### config.mk
export PLATFORM = sky130hd
export DESIGN_NAME = reg_file_arb
export DESIGN_NICKNAME = d
export VERILOG_FILES = /design/src/rtl/reg_file_pkg.sv /design/src/rtl/rr_pick.sv /design/src/rtl/reg_file_arb.sv
export SDC_FILE = /design/constraint.sdc
export NUM_CORES = 1
export LEC_CHECK = 0
export BUFFER_PORTS_ARGS = -buffer_cell sky130_fd_sc_hd__buf_2
export CELL_PAD_IN_SITES_DETAIL_PLACEMENT = 1
export CELL_PAD_IN_SITES_GLOBAL_PLACEMENT = 1
export CORE_ASPECT_RATIO = 0.5
export CORE_MARGIN = 8
export CORE_UTILIZATION = 37
export CTS_CLUSTER_DIAMETER = 80
export DETAILED_ROUTE_END_ITERATION = 12
export HOLD_SLACK_MARGIN = 0.06
export PLACE_DENSITY_LB_ADDON = 0.3
export RECOVER_POWER = 25
export SLEW_MARGIN = 10
export SYNTH_ARGS = -nofsm -noshare
export SYNTH_HDL_FRONTEND = slang
export SYNTH_HIERARCHICAL = 1
export SYNTH_SLANG_ARGS = --single-unit
export TNS_END_PERCENT = 30
### constraint.sdc
create_clock -name clk -period 6.8 [get_ports clk]
set_input_delay 1.36 -clock clk [delete_from_list [all_inputs] [get_ports clk]]
set_output_delay 1.36 -clock clk [all_outputs]
set_load 0.01 [all_outputs]
### src/rtl/reg_file_pkg.sv
// reg_file_pkg: shared register-file widths and the arbiter command word
// Contents: DATA_WIDTH/ADDR_WIDTH defaults and rf_cmd_t {we, addr, data}.
package reg_file_pkg;
    localparam int DATA_WIDTH = 32;
    localparam int ADDR_WIDTH = 8;
    typedef struct packed {
        logic                  we;
        logic [ADDR_WIDTH-1:0] addr;
        logic [DATA_WIDTH-1:0] data;
    } rf_cmd_t;
endpackage

### src/rtl/rr_pick.sv
// rr_pick: combinational round-robin select, first asserted req at or after ptr
// Ports: req (request vector), ptr (scan start) -> gnt (one-hot), id (encoded winner), any (a winner exists).
module rr_pick #(
    parameter int N  = 4,
    parameter int PW = $clog2(N)
) (
    input  logic [N-1:0]  req,
    input  logic [PW-1:0] ptr,
    output logic [N-1:0]  gnt,
    output logic [PW-1:0] id,
    output logic          any
);
    logic [PW-1:0] idx;
    always_comb begin
        gnt = '0;
        id  = '0;
        any = 1'b0;
        idx = '0;
        for (int k = 0; k < N; k++) begin
            idx = PW'((int'(ptr) + k) % N);
            if (!any && req[idx]) begin
                gnt[idx] = 1'b1;
                id       = idx;
                any      = 1'b1;
            end
        end
    end
endmodule

### src/rtl/reg_file_arb.sv
// reg_file_arb: round-robin arbiter sharing one reg_file write/read port pair among NUM_REQ requesters
// Ports: clk, rst (async active-high); req/req_we/req_addr/req_wdata (packed per requester),
//        req_lock (only with RF_ARB_LOCK_EN); gnt (combinational one-hot); rsp_valid/rsp_data (registered
//        read response); rf_wr_en/rf_wr_a/rf_wr_d, rf_rd_en/rf_rd_a (registered strobes); rf_rd_d (read data).
// Option: define RF_ARB_LOCK_EN to let a winner hold the grant for up to LOCK_MAX consecutive accesses.
module reg_file_arb
    import reg_file_pkg::*;
#(
    parameter int DATA_WIDTH = reg_file_pkg::DATA_WIDTH,
    parameter int ADDR_WIDTH = reg_file_pkg::ADDR_WIDTH,
    parameter int NUM_REQ    = 4,
    parameter int RD_LAT     = 1,
    parameter int LOCK_MAX   = 8
) (
    input  logic                          clk,
    input  logic                          rst,
    input  logic [NUM_REQ-1:0]            req,
    input  logic [NUM_REQ-1:0]            req_we,
    input  logic [NUM_REQ*ADDR_WIDTH-1:0] req_addr,
    input  logic [NUM_REQ*DATA_WIDTH-1:0] req_wdata,
`ifdef RF_ARB_LOCK_EN
    input  logic [NUM_REQ-1:0]            req_lock,
`endif
    output logic [NUM_REQ-1:0]            gnt,
    output logic [NUM_REQ-1:0]            rsp_valid,
    output logic [DATA_WIDTH-1:0]         rsp_data,
    output logic                          rf_wr_en,
    output logic                          rf_rd_en,
    output logic [ADDR_WIDTH-1:0]         rf_wr_a,
    output logic [ADDR_WIDTH-1:0]         rf_rd_a,
    output logic [DATA_WIDTH-1:0]         rf_wr_d,
    input  logic [DATA_WIDTH-1:0]         rf_rd_d
);
    localparam int PW = $clog2(NUM_REQ);

    logic [PW-1:0]              ptr, win, rd_id;
    logic [NUM_REQ-1:0]         pick;
    logic                       any, hold;
    rf_cmd_t                    cmd;
    logic [RD_LAT-1:0]          pv;
    logic [RD_LAT-1:0][PW-1:0]  pid;

    rr_pick #(.N(NUM_REQ), .PW(PW)) u_pick (
        .req (req),
        .ptr (ptr),
        .gnt (pick),
        .id  (win),
        .any (any)
    );

    assign gnt = rst ? '0 : pick;

    always_comb begin
        cmd.we   = req_we[win];
        cmd.addr = req_addr[int'(win)*ADDR_WIDTH +: ADDR_WIDTH];
        cmd.data = req_wdata[int'(win)*DATA_WIDTH +: DATA_WIDTH];
    end

`ifdef RF_ARB_LOCK_EN
    // hold keeps ptr on the winner; the grant that would bring lock_cnt to LOCK_MAX releases it
    logic [$clog2(LOCK_MAX+1)-1:0] lock_cnt;
    assign hold = any && req_lock[win] && (int'(lock_cnt) + 1 < LOCK_MAX);
    always_ff @(posedge clk or posedge rst) begin
        if (rst) lock_cnt <= '0;
        else     lock_cnt <= hold ? lock_cnt + 1'b1 : '0;
    end
`else
    assign hold = 1'b0;
`endif

    // rd_id travels with rf_rd_en; pv/pid then delay it RD_LAT cycles to line up with rf_rd_d
    always_ff @(posedge clk or posedge rst) begin
        if (rst) begin
            ptr       <= '0;
            rf_wr_en  <= 1'b0;
            rf_rd_en  <= 1'b0;
            rf_wr_a   <= '0;
            rf_rd_a   <= '0;
            rf_wr_d   <= '0;
            rd_id     <= '0;
            pv        <= '0;
            pid       <= '0;
            rsp_valid <= '0;
            rsp_data  <= '0;
        end else begin
            if (any) ptr <= hold ? win : PW'((int'(win) + 1) % NUM_REQ);
            rf_wr_en <= any && cmd.we;
            rf_rd_en <= any && !cmd.we;
            if (any && cmd.we) begin
                rf_wr_a <= cmd.addr;
                rf_wr_d <= cmd.data;
            end
            if (any && !cmd.we) begin
                rf_rd_a <= cmd.addr;
                rd_id   <= win;
            end
            pv[0]  <= rf_rd_en;
            pid[0] <= rd_id;
            for (int k = 1; k < RD_LAT; k++) begin
                pv[k]  <= pv[k-1];
                pid[k] <= pid[k-1];
            end
            rsp_valid <= pv[RD_LAT-1] ? NUM_REQ'(1) << pid[RD_LAT-1] : '0;
            if (pv[RD_LAT-1]) rsp_data <= rf_rd_d;
        end
    end
endmodule

==> impl_metrics.yaml <==
die:
  core-area_sq_um: 13400
  die_w_um: 181
  num_io_pins: 292
  die_h_um: 98.6
  dieArea_sq_um: 17900
  rows: 30
  start_util_pct: 37.5
pwr:
  power_density_nw_per_um2: 641
  peakVddDrop_mv: 0.588
  leakage_nw: 3.43
cells_and_area:
  layout_commonest_cell: "buf_2"
  nets: 795
  most-common-layout-cells: "290 x buf_2, 93 x dfrtp_1, 50 x mux2_4"
  areaGrowthSynthToFinish_pct: 37.3
  drive_gt1_share_pct: 71.5
  layout.filler_cells: 1455
  final_area_sq_um: 6930
  stdcell_count: 769
  multi_input_area_sq_um: 2570
  insertedDiodeCount: 0
  regArea_sq_um: 2330
timing:
  worst_slack_ns: 2.33
  slew_headroom_pct: -16.8
  hold_viol_final: 0
  finClkSkew_ns: 0.00881
  setup_tns_ns: 0
  tightestPinTransition_ns: 1.74
  final-max-slew-violation-count: 39
  rsz0062_at_grt: "false"
  fin_crit_ns: 4.47
  period_share_pct: 65.8
  setup_viol: 0
  timing.fmax_mhz: 224
placement:
  gp_congestion: 0.798
  portBuffers: 291
  place_area_sq_um: 6630
  place_inst: 753
  pre_cts_ws_ns: 2.31
  dp_hpwl_um: 12900
status:
  outcome: "finished, violations left"
  violations: "max-capacitance violations, max-slew violations"
critical_path:
  startpoint_type: "primary input"
  cp.buffers_inverters: 2
  required_ns: 5.44
  critPathMostFrequentCell: "buf_2"
  crit_chain: "buf_2 -> mux4_2 -> nor4b_4 -> a22oi_1 -> o21ai_0 -> nor2b_1 -> buf_2"
  endpoint_kind: "primary output"
  worstPathMaxFanout: 13
  timing_worst_setup_path_type: "in -> out"
  crit_slowest_cell: "mux4_2"
  cp_slowest_stage_delay_ns: 0.63
  crit_family: "multiplexers"
  crit_arrival_ns: 3.11
routing:
  drc: 0
  ant_nets: 0
  vias_per_cell: 4.96
  firstDrtPassIters: 4
  routed_wl_um: 16000
  routedWlPerCell_um: 20.8
  drt_iter0_markers: 125
  num_vias: 3813
global_route:
  grt_pass1_wl_um: 24900
  antenna_found_initial: 0
  grt_overflow: 0
  grt_max_degree: 57
  grt_pass1_vias: 4415
  grt_util_all_layers_pct: 17.6
clock_network:
  cts_tree: "done"
  ctsLongestPathBuffers: 2
  clock_latency_ns: 0.34
  cts_hold_buf: 0
  post-cts-setup-buffer-count: 0
  cts_resized: 0
  htreeDepth: 3
  numCtsBuffers: 9
  cts.sinks: 93
  clk_root_buffer_cell: "clkbuf_16"
  clkSlewWorstSetupHoldPaths_ns: 0.07
yosys:
  ys_seq_area_share_pct: 46.1
  ys_ff_latch: 93
  synthFlopType: "dfrtp_1"
  synth_nets: 509
  netlist_instances: 302
  ys_async_sr_fraction_pct: 100
  synth_edf_count: 0
  synth_area_per_cell_sq_um: 16.7
  synthesis.area_sq_um: 5040
  synth_cell_type_count: 38
  ys_warn_count: 6
min_path:
  holdCritPathClass: "reg -> reg"
run:
  max_cap_viol_count: 1
worst register-to-register path: cells and delay by family, from the launching register on:
kind | cells | cell delay [ns]
AOI/OAI and AO/OA | 3 | 0.90
muxes | 2 | 0.85
DFF | 1 | 0.70
buffers and inverters | 2 | 0.54
and+or+nand+nor | 2 | 0.53
adders and majority gates | 1 | 0.39
power breakdown:
part / switching, mW / internal (mW) / total, mW
Clock: 0.223 / 0.289 / 0.512
Sequential: 0.171 / 0.868 / 1.04
Combinational: 1.27 / 1.63 / 2.89
Total: 1.66 / 2.78 / 4.44
layer usage:
metal	global-route usage (%)	vias up	part of all wire, %	wire [um]
met5	0	-	0	0
met4	6.45	0	2.6	408
met3	3.71	28	4.1	661
met2	33.0	113	56	8910
met1	19.5	1941	38	6010
li1	-	1731	-	-
cells in the mapped netlist, types with 2 or more instances:
master    number  share of area (%)
a22oi_1        8                1.2
ha_1           5                1.2
inv_1          6               0.45
nand2b_1       2               0.25
nor2b_1        5               0.62
buf_2          4               0.40
nor2_1         4               0.30
clkbuf_1       8               0.60
mux2_1        21                4.7
o21ai_0        7               0.69
mux2_2        14                3.1
a21oi_1        2               0.20
buf_6          7                1.6
mux4_1         2                1.0
mux2_4        50                 15
mux4_2        42                 19
nand2_1        2               0.15
dfrtp_1       93                 46
final timing paths:
path | from | endpoint | slack (ns) | cells after the start
max in group asynchronous | rst | rf_wr_a[5]$_DFFE_PP0P_ | 3.87 | 3
min | rf_rd_en$_DFF_PP0_ | pv$_DFF_PP0_ | 0.38 | 0
max | req[3] | gnt[0] | 2.33 | 7
min in group asynchronous | rst | ptr[1]$_DFFE_PP0P_ | 1.54 | 2
max reg2reg | ptr[0]$_DFFE_PP0P_ | rf_wr_d[21]$_DFFE_PP0P_ | 2.78 | 10
min reg2reg | rf_rd_en$_DFF_PP0_ | pv$_DFF_PP0_ | 0.38 | 0
sequential cells by signal (all words and copies together), names as in the netlist, 2 cells and up:
signal	count
rf_wr_d	32
pid	2
ptr	2
rd_id	2
rf_wr_a	8
rf_rd_a	8
rsp_data	32
rsp_valid	4
layout make-up:
type                       instances  area share (%)
timing repair buffer             296            21.5
clock buffer                      10            3.31
sequential                        93            33.6
tap                              176            3.18
multi-input combinational        182            37.0
inverter                           6           0.343
clock inverter                     6           0.993
cell families after synthesis:
group,after synthesis,share of synthesized area [%]
AO/OA/AOI/OAI,24,3.60
XOR/XNOR,1,0.174
adder cells (fa/ha/maj),5,1.24
buffers and inverters,27,3.30
flip-flops,93,46.1
multiplexers,130,42.7
AND/OR/NAND/NOR,22,2.88
per-stage QoR:
stage                     utilization [%]  hold WS (ns)  total power, mW
after floorplan                         -         0.348             3.32
after global placement               49.4         0.365             3.90
after detailed placement             49.4         0.370             4.00
after CTS                            51.6         0.382             4.53
after global routing                 51.6         0.398             4.76
final                                51.6         0.381             4.44
Power figures use the tool's default switching activity.
